### src/rtl/ref_mem_ctrl_if.sv
// Bus bundle between the reference-memory controller and its master (write stream, read commands, bank controls).
// With REF_MEM_CTRL_STALL_CNT_EN defined, the bundle also carries the issue-gate stall counter.
interface ref_mem_ctrl_if #(parameter int AW = 7);
  logic              fill_clr;
  logic              wr_valid;
  logic              wr_ready;
  logic [255:0]      wr_data;
  logic              rd_cmd_valid;
  logic              rd_cmd_ready;
  logic [AW-1:0]     rd_cmd_addr;
  logic [AW-1:0]     rd_cmd_len;
  logic              rd_cmd_mode;
  logic              rd_busy;
  logic              rd_done;
  logic              rd_err;
  logic [255:0]      ref_input;
  logic [31:0]       Bank_sel;
  logic [32*AW-1:0]  write_address_all;
  logic [AW-1:0]     rd_address;
  logic              rd8R_en;
  logic [3:0]        rdR_sel;
`ifdef REF_MEM_CTRL_STALL_CNT_EN
  logic [15:0]       stall_cnt;

  modport slave (
    input  fill_clr, wr_valid, wr_data, rd_cmd_valid, rd_cmd_addr, rd_cmd_len, rd_cmd_mode,
    output wr_ready, rd_cmd_ready, rd_busy, rd_done, rd_err, ref_input, Bank_sel,
           write_address_all, rd_address, rd8R_en, rdR_sel, stall_cnt
  );
  modport master (
    output fill_clr, wr_valid, wr_data, rd_cmd_valid, rd_cmd_addr, rd_cmd_len, rd_cmd_mode,
    input  wr_ready, rd_cmd_ready, rd_busy, rd_done, rd_err, ref_input, Bank_sel,
           write_address_all, rd_address, rd8R_en, rdR_sel, stall_cnt
  );
`else
  modport slave (
    input  fill_clr, wr_valid, wr_data, rd_cmd_valid, rd_cmd_addr, rd_cmd_len, rd_cmd_mode,
    output wr_ready, rd_cmd_ready, rd_busy, rd_done, rd_err, ref_input, Bank_sel,
           write_address_all, rd_address, rd8R_en, rdR_sel
  );
  modport master (
    output fill_clr, wr_valid, wr_data, rd_cmd_valid, rd_cmd_addr, rd_cmd_len, rd_cmd_mode,
    input  wr_ready, rd_cmd_ready, rd_busy, rd_done, rd_err, ref_input, Bank_sel,
           write_address_all, rd_address, rd8R_en, rdR_sel
  );
`endif
endinterface

### src/rtl/ref_mem_ctrl.sv
// Reference search-window memory controller: row write scheduler, fill scoreboard and range read sequencer.
// Optional REF_MEM_CTRL_STALL_CNT_EN adds a saturating counter of issue-gate stall cycles.
module ref_mem_ctrl #(
  parameter int DEPTH = 96,
  parameter int AW    = 7
) (
  input  logic         clk,
  input  logic         rst,
  ref_mem_ctrl_if.slave bus
);
  localparam int            RCW  = $clog2(DEPTH*8+1);
  localparam logic [RCW-1:0] ROWS = RCW'(DEPTH*8);

  localparam logic [1:0] S_IDLE  = 2'd0;
  localparam logic [1:0] S_RUN8  = 2'd1;
  localparam logic [1:0] S_RUN1  = 2'd2;
  localparam logic [1:0] S_DRAIN = 2'd3;

  logic [RCW-1:0] r_row_cnt;
  logic [AW-1:0]  r_done_addr;
  logic [255:0]   r_ref_input;
  logic [31:0]    r_bank_sel;
  logic [AW-1:0]  r_wr_addr;

  logic [1:0]     r_state;
  logic [AW-1:0]  r_cur;
  logic [AW-1:0]  r_rem;
  logic [AW-1:0]  r_rd_addr;
  logic [2:0]     r_sub;
  logic [1:0]     r_drain_cnt;
  logic           r_drain_long;
  logic           r_clip;
  logic [3:0]     r_rdR_sel;

  logic           w_wr_ready, w_wr_acc;
  logic           w_cmd_ready, w_cmd_acc;
  logic           w_gate_ok, w_issue, w_stall, w_done;
  logic [AW-1:0]  w_avail, w_len_c;
  logic           w_clip;

  assign w_wr_ready  = ~rst & (r_row_cnt < ROWS) & ~bus.fill_clr;
  assign w_wr_acc    = bus.wr_valid & w_wr_ready;
  assign w_cmd_ready = ~rst & (r_state == S_IDLE) & ~bus.fill_clr;
  assign w_cmd_acc   = bus.rd_cmd_valid & w_cmd_ready;
  assign w_gate_ok   = r_cur < r_done_addr;

  assign w_avail = (bus.rd_cmd_addr < AW'(DEPTH)) ? AW'(DEPTH) - bus.rd_cmd_addr : '0;
  assign w_clip  = bus.rd_cmd_len > w_avail;
  assign w_len_c = w_clip ? w_avail : bus.rd_cmd_len;

  // Row-by-row replay only gates on the first of the eight cycles per address
  always_comb begin
    w_issue = 1'b0;
    w_stall = 1'b0;
    case (r_state)
      S_RUN8: begin
        w_issue = w_gate_ok;
        w_stall = ~w_gate_ok;
      end
      S_RUN1: begin
        if (r_sub == 3'd0) begin
          w_issue = w_gate_ok;
          w_stall = ~w_gate_ok;
        end else begin
          w_issue = 1'b1;
        end
      end
      default: ;
    endcase
  end

  // Single-row replay goes through the extra row-select stage, so its drain is one cycle longer
  assign w_done = (r_state == S_DRAIN) && (r_drain_cnt == (r_drain_long ? 2'd2 : 2'd1));

  always_ff @(posedge clk or posedge rst) begin
    if (rst) begin
      r_row_cnt   <= '0;
      r_done_addr <= '0;
      r_ref_input <= '0;
      r_bank_sel  <= '0;
      r_wr_addr   <= '0;
    end else if (bus.fill_clr) begin
      r_row_cnt   <= '0;
      r_done_addr <= '0;
      r_bank_sel  <= '0;
    end else begin
      if (w_wr_acc) begin
        r_ref_input <= bus.wr_data;
        r_bank_sel  <= 32'hF << {r_row_cnt[2:0], 2'b00};
        r_wr_addr   <= AW'(r_row_cnt >> 3);
        r_row_cnt   <= r_row_cnt + 1'b1;
      end else begin
        r_bank_sel  <= '0;
      end
      // Top bank group written this cycle completes an address at the end of it
      if (|r_bank_sel[31:28])
        r_done_addr <= r_done_addr + 1'b1;
    end
  end

  always_ff @(posedge clk or posedge rst) begin
    if (rst) begin
      r_state      <= S_IDLE;
      r_cur        <= '0;
      r_rem        <= '0;
      r_rd_addr    <= '0;
      r_sub        <= '0;
      r_drain_cnt  <= '0;
      r_drain_long <= 1'b0;
      r_clip       <= 1'b0;
      r_rdR_sel    <= '0;
    end else if (bus.fill_clr) begin
      r_state     <= S_IDLE;
      r_sub       <= '0;
      r_drain_cnt <= '0;
      r_rdR_sel   <= '0;
    end else begin
      r_rdR_sel <= (r_state == S_RUN1 && w_issue) ? {1'b0, r_sub} + 4'd1 : 4'd0;
      if (w_issue)
        r_rd_addr <= r_cur;
      case (r_state)
        S_IDLE: if (w_cmd_acc) begin
          r_cur        <= bus.rd_cmd_addr;
          r_rem        <= w_len_c;
          r_clip       <= w_clip;
          r_drain_long <= bus.rd_cmd_mode & (w_len_c != '0);
          r_sub        <= '0;
          r_drain_cnt  <= '0;
          if (w_len_c == '0)        r_state <= S_DRAIN;
          else if (bus.rd_cmd_mode) r_state <= S_RUN1;
          else                      r_state <= S_RUN8;
        end
        S_RUN8: if (w_issue) begin
          r_cur <= r_cur + 1'b1;
          r_rem <= r_rem - 1'b1;
          if (r_rem == AW'(1)) r_state <= S_DRAIN;
        end
        S_RUN1: if (w_issue) begin
          r_sub <= r_sub + 1'b1;
          if (r_sub == 3'd7) begin
            r_cur <= r_cur + 1'b1;
            r_rem <= r_rem - 1'b1;
            if (r_rem == AW'(1)) r_state <= S_DRAIN;
          end
        end
        default: begin
          r_drain_cnt <= r_drain_cnt + 1'b1;
          if (w_done) begin
            r_state     <= S_IDLE;
            r_drain_cnt <= '0;
          end
        end
      endcase
    end
  end

`ifdef REF_MEM_CTRL_STALL_CNT_EN
  logic [15:0] r_stall_cnt;
  always_ff @(posedge clk or posedge rst) begin
    if (rst)                                  r_stall_cnt <= '0;
    else if (bus.fill_clr || w_cmd_acc)       r_stall_cnt <= '0;
    else if (w_stall && r_stall_cnt != 16'hFFFF) r_stall_cnt <= r_stall_cnt + 1'b1;
  end
  assign bus.stall_cnt = r_stall_cnt;
`else
  logic w_stall_unused;
  assign w_stall_unused = w_stall;
`endif

  assign bus.wr_ready          = w_wr_ready;
  assign bus.rd_cmd_ready      = w_cmd_ready;
  assign bus.rd_busy           = (r_state != S_IDLE);
  assign bus.rd_done           = w_done;
  assign bus.rd_err            = w_done & r_clip;
  assign bus.ref_input         = r_ref_input;
  assign bus.Bank_sel          = r_bank_sel;
  assign bus.write_address_all = {32{r_wr_addr}};
  assign bus.rd_address        = w_issue ? r_cur : r_rd_addr;
  assign bus.rd8R_en           = w_issue;
  assign bus.rdR_sel           = r_rdR_sel;
endmodule

### src/flat_wrapper.sv
// flat-port wrapper written by rule: the top's interface ports become plain ports
module ref_mem_ctrl_flat 
#(
  parameter int DEPTH = 96,
  parameter int AW    = 7
)
  (clk, rst, bus_fill_clr, bus_wr_valid, bus_wr_data, bus_rd_cmd_valid, bus_rd_cmd_addr, bus_rd_cmd_len, bus_rd_cmd_mode, bus_wr_ready, bus_rd_cmd_ready, bus_rd_busy, bus_rd_done, bus_rd_err, bus_ref_input, bus_Bank_sel, bus_write_address_all, bus_rd_address, bus_rd8R_en, bus_rdR_sel);
  ref_mem_ctrl_if #(.AW(AW)) bus_i ();
  input  logic clk;
  input  logic rst;
  input wire logic [$bits(bus_i.fill_clr)-1:0] bus_fill_clr;
  input wire logic [$bits(bus_i.wr_valid)-1:0] bus_wr_valid;
  input wire logic [$bits(bus_i.wr_data)-1:0] bus_wr_data;
  input wire logic [$bits(bus_i.rd_cmd_valid)-1:0] bus_rd_cmd_valid;
  input wire logic [$bits(bus_i.rd_cmd_addr)-1:0] bus_rd_cmd_addr;
  input wire logic [$bits(bus_i.rd_cmd_len)-1:0] bus_rd_cmd_len;
  input wire logic [$bits(bus_i.rd_cmd_mode)-1:0] bus_rd_cmd_mode;
  output wire logic [$bits(bus_i.wr_ready)-1:0] bus_wr_ready;
  output wire logic [$bits(bus_i.rd_cmd_ready)-1:0] bus_rd_cmd_ready;
  output wire logic [$bits(bus_i.rd_busy)-1:0] bus_rd_busy;
  output wire logic [$bits(bus_i.rd_done)-1:0] bus_rd_done;
  output wire logic [$bits(bus_i.rd_err)-1:0] bus_rd_err;
  output wire logic [$bits(bus_i.ref_input)-1:0] bus_ref_input;
  output wire logic [$bits(bus_i.Bank_sel)-1:0] bus_Bank_sel;
  output wire logic [$bits(bus_i.write_address_all)-1:0] bus_write_address_all;
  output wire logic [$bits(bus_i.rd_address)-1:0] bus_rd_address;
  output wire logic [$bits(bus_i.rd8R_en)-1:0] bus_rd8R_en;
  output wire logic [$bits(bus_i.rdR_sel)-1:0] bus_rdR_sel;
  assign bus_i.fill_clr = bus_fill_clr;
  assign bus_i.wr_valid = bus_wr_valid;
  assign bus_i.wr_data = bus_wr_data;
  assign bus_i.rd_cmd_valid = bus_rd_cmd_valid;
  assign bus_i.rd_cmd_addr = bus_rd_cmd_addr;
  assign bus_i.rd_cmd_len = bus_rd_cmd_len;
  assign bus_i.rd_cmd_mode = bus_rd_cmd_mode;
  assign bus_wr_ready = bus_i.wr_ready;
  assign bus_rd_cmd_ready = bus_i.rd_cmd_ready;
  assign bus_rd_busy = bus_i.rd_busy;
  assign bus_rd_done = bus_i.rd_done;
  assign bus_rd_err = bus_i.rd_err;
  assign bus_ref_input = bus_i.ref_input;
  assign bus_Bank_sel = bus_i.Bank_sel;
  assign bus_write_address_all = bus_i.write_address_all;
  assign bus_rd_address = bus_i.rd_address;
  assign bus_rd8R_en = bus_i.rd8R_en;
  assign bus_rdR_sel = bus_i.rdR_sel;
  ref_mem_ctrl #(.DEPTH(DEPTH), .AW(AW)) u_core (.clk(clk), .rst(rst), .bus(bus_i));
endmodule
### config.mk
export PLATFORM = sky130hd
export DESIGN_NAME = ref_mem_ctrl_flat
export DESIGN_NICKNAME = d
export VERILOG_FILES = /design/src/rtl/ref_mem_ctrl_if.sv /design/src/rtl/ref_mem_ctrl.sv /design/src/flat_wrapper.sv
export SDC_FILE = /design/constraint.sdc
export NUM_CORES = 1
export LEC_CHECK = 0
export BUFFER_PORTS_ARGS = -buffer_cell sky130_fd_sc_hd__buf_2
export CORE_AREA = 2 2 315 317
export DETAILED_ROUTE_END_ITERATION = 8
export DIE_AREA = 0 0 317 319
export PLACE_DENSITY = 0.36
export SKIP_LAST_GASP = 1
export SYNTH_ARGS = -nofsm -noshare
export SYNTH_HDL_FRONTEND = slang
export SYNTH_SLANG_ARGS = --single-unit
### constraint.sdc
create_clock -name clk -period 11.6 [get_ports clk]
set_input_delay 0.58 -clock clk [delete_from_list [all_inputs] [get_ports clk]]
set_output_delay 0.58 -clock clk [all_outputs]
set_load 0.01 [all_outputs]
# --- Yosys cells after proc, flatten, opt, wreduce, memory -nomap -nowiden ---
# Cells that the tools add are included.
totals:
  regBits: 346
  latch_bits: 0
  mem_bits_rw: 0
  romBits: 0
  in_bits: 276
  word_cells: 114
  mem_count: 0
op_classes:
  add_sub_neg: 8
  multipliers: 0
  div_mod_pow: 0
  order_cmp: 4
  eq_ne: 15
  shifts: 1
  muxes: 42
  bitwise: 10
  n_reduce_logical: 20
ops:
  columns: ["cell", "count"]
  rows:
  - ["7-bit 2-to-1 mux", 13]
  - ["32-bit 2-to-1 mux", 2]
  - ["7-bit case mux with 3 select lines", 2]
  - ["4-bit by 5-bit << shifter with 32-bit output, first input constant", 1]
  - ["2-bit 2-to-1 mux", 13]
  - ["10-bit 2-to-1 mux", 2]
  - ["7-bit by 1-bit adder with 7-bit output, second input constant", 2]
  - ["10-bit by 1-bit adder with 10-bit output, second input constant", 1]
  - ["10-bit < comparator, second input constant", 1]
  - ["3-bit 2-to-1 mux", 3]
  - ["3-bit by 2-bit != test with 1-bit output, second input constant", 3]
  - ["1-bit AND", 8]
  - ["4-bit 2-to-1 mux", 2]
  - ["2-bit by 1-bit != test with 1-bit output, second input constant", 4]
  - ["7-bit by 1-bit equality test with 1-bit output, second input constant", 1]
  - ["7-bit greater-than comparator", 1]
  - ["7-bit zero test", 1]
  - ["7-bit < comparator", 1]
  - ["7-bit < comparator, second input constant", 1]
  - ["7-bit nonzero test", 1]
  - ["7-bit by 1-bit subtractor with 7-bit output, second input constant", 1]
  - ["7-bit subtractor, first input constant", 1]
  - ["2-bit case mux with 3 select lines", 1]
  - ["3-bit case mux with 2 select lines", 1]
  - ["other kinds (25)", 33]

# --- Longest topological paths before layout ---
depth:
  ltp_word: 9
  depth_mapped: 13
  ltp_nobuf: 13

# --- Worst setup path after synthesis ---
# Ideal clock, no wire load.
synth_path:
  kind: "input port to flip-flop"
  startpoint: "in bus_rd_cmd_addr[0]"
  endpoint: "reg u_core.r_state[0]"
  setup_ps: 139
  arrival_ps: 3125
  t_required_ps: 11461
  setup_slack_ps: 8336
  cell_stages: 13
  n_path_buf: 0
  cell_sequence: "inv_1 ha_1 nor3b_2 xnor2_1 a21o_1 inv_1 ha_1 a211oi_1 nor2_1 o31ai_1 o31ai_1 a31oi_1 o211ai_1"
synth_via:
  elab_chain_len: 9
  word_cells_on_any_way: 10
  classes_between: "1 x add/sub; 2 x order compare; 6 x mux; 1 x reduce/logical"
synth_lines:
  columns: ["item", "line", "source"]
  rows:
  - ["start: declaration", "flat_wrapper.sv:15", "input wire logic [$bits(bus_i.rd_cmd_addr)-1:0] bus_rd_cmd_addr;"]
  - ["7-bit subtractor or 7-bit < comparator (tied branches)", "ref_mem_ctrl.sv:47", "assign w_avail = (bus.rd_cmd_addr < AW'(DEPTH)) ? AW'(DEPTH) - bus.rd_cmd_addr : '0;"]
  - ["7-bit 2-to-1 mux (*)", "ref_mem_ctrl.sv:47", null]
  - ["7-bit greater-than comparator", "ref_mem_ctrl.sv:48", "assign w_clip = bus.rd_cmd_len > w_avail;"]
  - ["7-bit 2-to-1 mux (*)", "ref_mem_ctrl.sv:49", "assign w_len_c = w_clip ? w_avail : bus.rd_cmd_len;"]
  - ["7-bit zero test (*)", "ref_mem_ctrl.sv:129", "if (w_len_c == '0) r_state <= S_DRAIN;"]
  - ["2-bit 2-to-1 mux (*)", "ref_mem_ctrl.sv:129", null]
  - ["2-bit 2-to-1 mux (*)", "ref_mem_ctrl.sv:122", "S_IDLE: if (w_cmd_acc) begin"]
  - ["2-bit case mux with 3 select lines (*)", "ref_mem_ctrl.sv:121", "case (r_state)"]
  - ["2-bit 2-to-1 mux (*)", "ref_mem_ctrl.sv:112", "end else if (bus.fill_clr) begin"]
  - ["end signal: assignment", "ref_mem_ctrl.sv:113", "r_state <= S_IDLE;"]
  - ["end signal: assignment", "ref_mem_ctrl.sv:129", null]
  - ["end signal: assignment", "ref_mem_ctrl.sv:130", "else if (bus.rd_cmd_mode) r_state <= S_RUN1;"]
  - ["end: declaration", "ref_mem_ctrl.sv:25", "logic [1:0] r_state;"]
# Mark *: on every way between the ends. The rest lies on a longest branch, timed or not. The select of a mux whose other input is x is not followed.
# A chain may end at the register's enable or synchronous reset.

# --- Final worst setup path ---
layout_path:
  startpoint: "reg u_core.r_state[0]"
  endpoint: "out bus_rd_address[6]"
layout_via:
  elab_chain_len: 3
  word_cells_on_any_way: 4
  classes_between: "2 x eq/ne; 2 x mux"
layout_lines:
  columns: ["item", "line", "source"]
  rows:
  - ["start signal: assignment", "ref_mem_ctrl.sv:103", "r_state <= S_IDLE;"]
  - ["start signal: assignment", "ref_mem_ctrl.sv:113", null]
  - ["start signal: assignment", "ref_mem_ctrl.sv:129", null]
  - ["2-bit equality test or 2-bit by 1-bit equality test with 1-bit output (tied branches)", "ref_mem_ctrl.sv:55", "case (r_state)"]
  - ["1-bit case mux with 2 select lines (*)", "ref_mem_ctrl.sv:55", null]
  - ["7-bit 2-to-1 mux (*)", null, null]
  - ["end: declaration", "flat_wrapper.sv:26", "output wire logic [$bits(bus_i.rd_address)-1:0] bus_rd_address;"]
# Mark *: on every way between the ends. The rest lies on a longest branch, timed or not.

==> summary.txt <==
Worst hold path
  – HP Class: primary input to asynchronous set/reset pin

Global routing
  – First-pass GRT wire length: between 80000 and 90000 µm
  – GRT overflow: 0
  – Initial antenna violation count: 9
  – Vias in the first global route: 12810
  – Total Routing Usage GR: between 10% and 20%
  – Largest net degree at the start of global routing: ~160

Worst setup path
  – Most common cell on crit path: nand2_1
  – Crit path largest cell delay: about 0.52 ns
  – CP delay by family, top: buffers and inverters
  – Crit path DAT: about 3.3 ns
  – Worst EP required: around 11 ns
  – Worst reg2reg setup slack: 8.64 ns
  – Worst Path Buf+Inv: 4
  – Worst-path cell chain: inv_1 -> ha_1 -> buf_4 -> nand2b_1 -> o32ai_1 -> nor2_1 -> inv_2 -> nand2_1 -> nand2_1 -> buf_2
  – Slowest CP cell: o32ai_1
  – Setup crit end kind: output port
  – CP Class: register to output port
  – Crit path launch type: register
  – Crit Path Max Fanout: 36

Clock tree
  – Worst-path clk slew: 0.06 ns
  – Clock root buffer: clkbuf_16
  – CTS Sinks: between 300 and 400
  – Clk_lat worst skew: 0.58 ns
  – Max Root-Sink Buffers: 3
  – CTS tree: done
  – # H-tree levels: 2
  – Cts bufs inserted: 42
  – Post-CTS setup buffer count: 0
  – CTS resizes: 0
  – Hold buffers post-CTS: 0

Die
  – Die X: ~320 µm
  – IO Count: between 800 and 900
  – Core area: 97700 µm²
  – Die footprint: between 100000 and 150000 µm²
  – Initial Util: 15.76%
  – Row count: 115
  – Die extent in y: 319 µm

Power
  – Pwr Density: 174.7 nW/µm²
  – Static leakage: ~0.012 µW
  – VDD IR-drop max: 0.09667 mV

Placement
  – Post-DP HPWL: approximately 43000 µm
  – RD Place Congestion: around 0.79
  – Port bufs: between 800 and 900

Yosys
  – EDFF count, synth: 0
  – Cells after Synth: between 1500 and 2000
  – Mapped Area: 15400 µm²
  – Register area share after synthesis: a little over half
  – Yosys top cell by area: dfrtp_1
  – Register bit count reported by yosys: between 300 and 400
  – Synth unique cells: 64
  – Share of the synthesized area in the top cell type: between 50% and 60%
  – Net count after synthesis: about 2100
  – Dominant synthesized flop cell: dfrtp_1
  – Syn_area_per_cell: ~8.7 µm²
  – Synth Warn #: 0
  – FFs w/ async S/R, synth: 100.0%
  – Largest cells by area after synthesis: dfrtp_1 52%, nand2_1 21%, buf_4 12%, ha_1 2.5%, clkbuf_1 1.1%

Timing
  – Final Hold Fails: 0
  – Hold_ws: between 0.15 and 0.2 ns
  – Final-report max-slew violation count: 0
  – Fin crit period: approximately 4 ns
  – Unrepaired setup endpoints after global routing: false
  – Final TNS setup: 0 ns
  – Slew margin rel.: approximately 26%
  – Clock skew: between 0.02 and 0.025 ns
  – Final setup violation count: 0
  – Final worst-path cycle share: around a third
  – Worst-margin pin slew: 1.115 ns
  – Fmax achieved: approximately 260 MHz

Routing
  – DRT Wirelength: just under 60000 µm
  – Vias per cell: ~3.6
  – Via count: 13030
  – 1st-pass router iterations: 4
  – DRT antenna net count: 0
  – Met1 WL: 24210 µm
  – Drc violations: 0
  – Initial DRC count: 585
  – Met3 wire len: roughly 4400 µm
  – Uppermost layer routed: met5
  – Per-cell routed wire length: ~16 µm
  – Met2 WL: about 28000 µm

Final layout
  – Commonest non-fill, non-tap cell in the layout: nand2_1
  – NumNets Final: approximately 2600
  – Area growth from synthesis to layout: 32.43%
  – Commonest cells after routing, fill and taps aside: 840 x nand2_1, 804 x buf_2, 322 x dfrtp_1
  – Share of cells above drive strength 1: between 30 and 40%

Outcome
  – Status: completed

Run
  – Max-cap violations: 0
-- layout make-up --
class	instances	area (µm²)
timing repair buffer	814	4124
inverter	30	120.1
tap	1287	1610
multi-input combinational	1105	5107
fill	10980	77310
antenna	3	7.507
sequential	322	8058
clock inverter	10	78.83
clock buffer	64	1284
-- registers in the layout (all words and copies together), names as in the netlist --
signal                cells
u_core.bus.rdR_sel        4
u_core.r_rd_addr          7
u_core.r_wr_addr          7
u_core.r_cur              7
u_core.bus.Bank_sel       8
u_core.r_drain_cnt        2
u_core.r_clip             1
u_core.r_drain_long       1
u_core.r_state            2
u_core.r_row_cnt         10
u_core.r_rem              7
u_core.bus.ref_input    256
u_core.r_done_addr        7
u_core.r_sub              3
-- synthesized netlist by cell type (2+ instances only) --
master     count
a21o_1         3
a22o_1         2
o31a_1         2
clkbuf_1      47
ha_1          31
dfrtp_1      322
nand2b_1       8
or3_1          3
o211ai_1       5
buf_4        244
nand3_1       15
and3_1        14
a31oi_1        4
nand2_1      841
nor2b_1        3
nor4b_1        2
xor2_1         4
buf_2         23
o32a_1         2
o22ai_1        2
a211oi_1       4
nand4_1        6
o21ai_0       30
xnor2_1        6
o32ai_1        2
mux2i_1        5
o31ai_1        3
nor3_1         9
nor2_1        28
a21oi_1       22
mux2_2        11
and2_1         3
inv_1         29
o2bb2ai_1      4
or2_2          3
a221oi_1       2
-- logic make-up after synthesis --
kind of cell               share of synthesized area (%)
AOI/OAI and AO/OA                                  4.437
xor gates and xnor gates                          0.5688
adders and majority gates                          2.519
buffers and inverters                              14.55
DFF                                                52.34
muxes                                              1.130
and+or+nand+nor                                    24.45
-- layer usage --
layer	up-vias	GRT usage (%)
met5	-	0
met4	10	3.239
met3	73	2.926
met2	445	18.56
met1	6098	13.67
li1	6403	-
-- final timing paths --
kind	endpoint	cells after the start	startpoint
worst min register to register	u_core.bus.ref_input[1]$_DFFE_PP0P_	2	u_core.bus.ref_input[1]$_DFFE_PP0P_
min in group clk	u_core.bus.ref_input[74]$_DFFE_PP0P_	3	bus_wr_data[74]
worst min-delay path	u_core.bus.Bank_sel[30]$_DFF_PP0_	2	rst
worst max-delay path	bus_rd_address[6]	10	u_core.r_state[0]$_DFFE_PP0P_
worst max register to register	u_core.r_cur[0]$_DFFE_PP0P_	9	u_core.r_state[0]$_DFFE_PP0P_
max in group asynchronous	u_core.bus.ref_input[79]$_DFFE_PP0P_	4	rst
-- per-stage QoR --
stage	setup WS [ns]	instance area (µm²)	util [%]	std cells	power (µW)
final	7.693	20390	20.87	3635	3563
after global routing	7.387	20390	20.87	3634	3792
after CTS	7.640	20380	20.86	3632	3645
after detailed placement	7.776	19020	19.47	3558	2295
after global placement	7.812	19020	19.47	3558	2305
after floorplan	2.107	15400	-	1772	1901
-- where the power goes --
group	switching [µW]	leakage [µW]	internal [µW]	total, µW
Clock	541	0.000678	762	1300
Combinational	495	0.00697	315	810
Sequential	141	0.00407	1310	1450
Note: power is estimated with default switching activity, not from simulation.
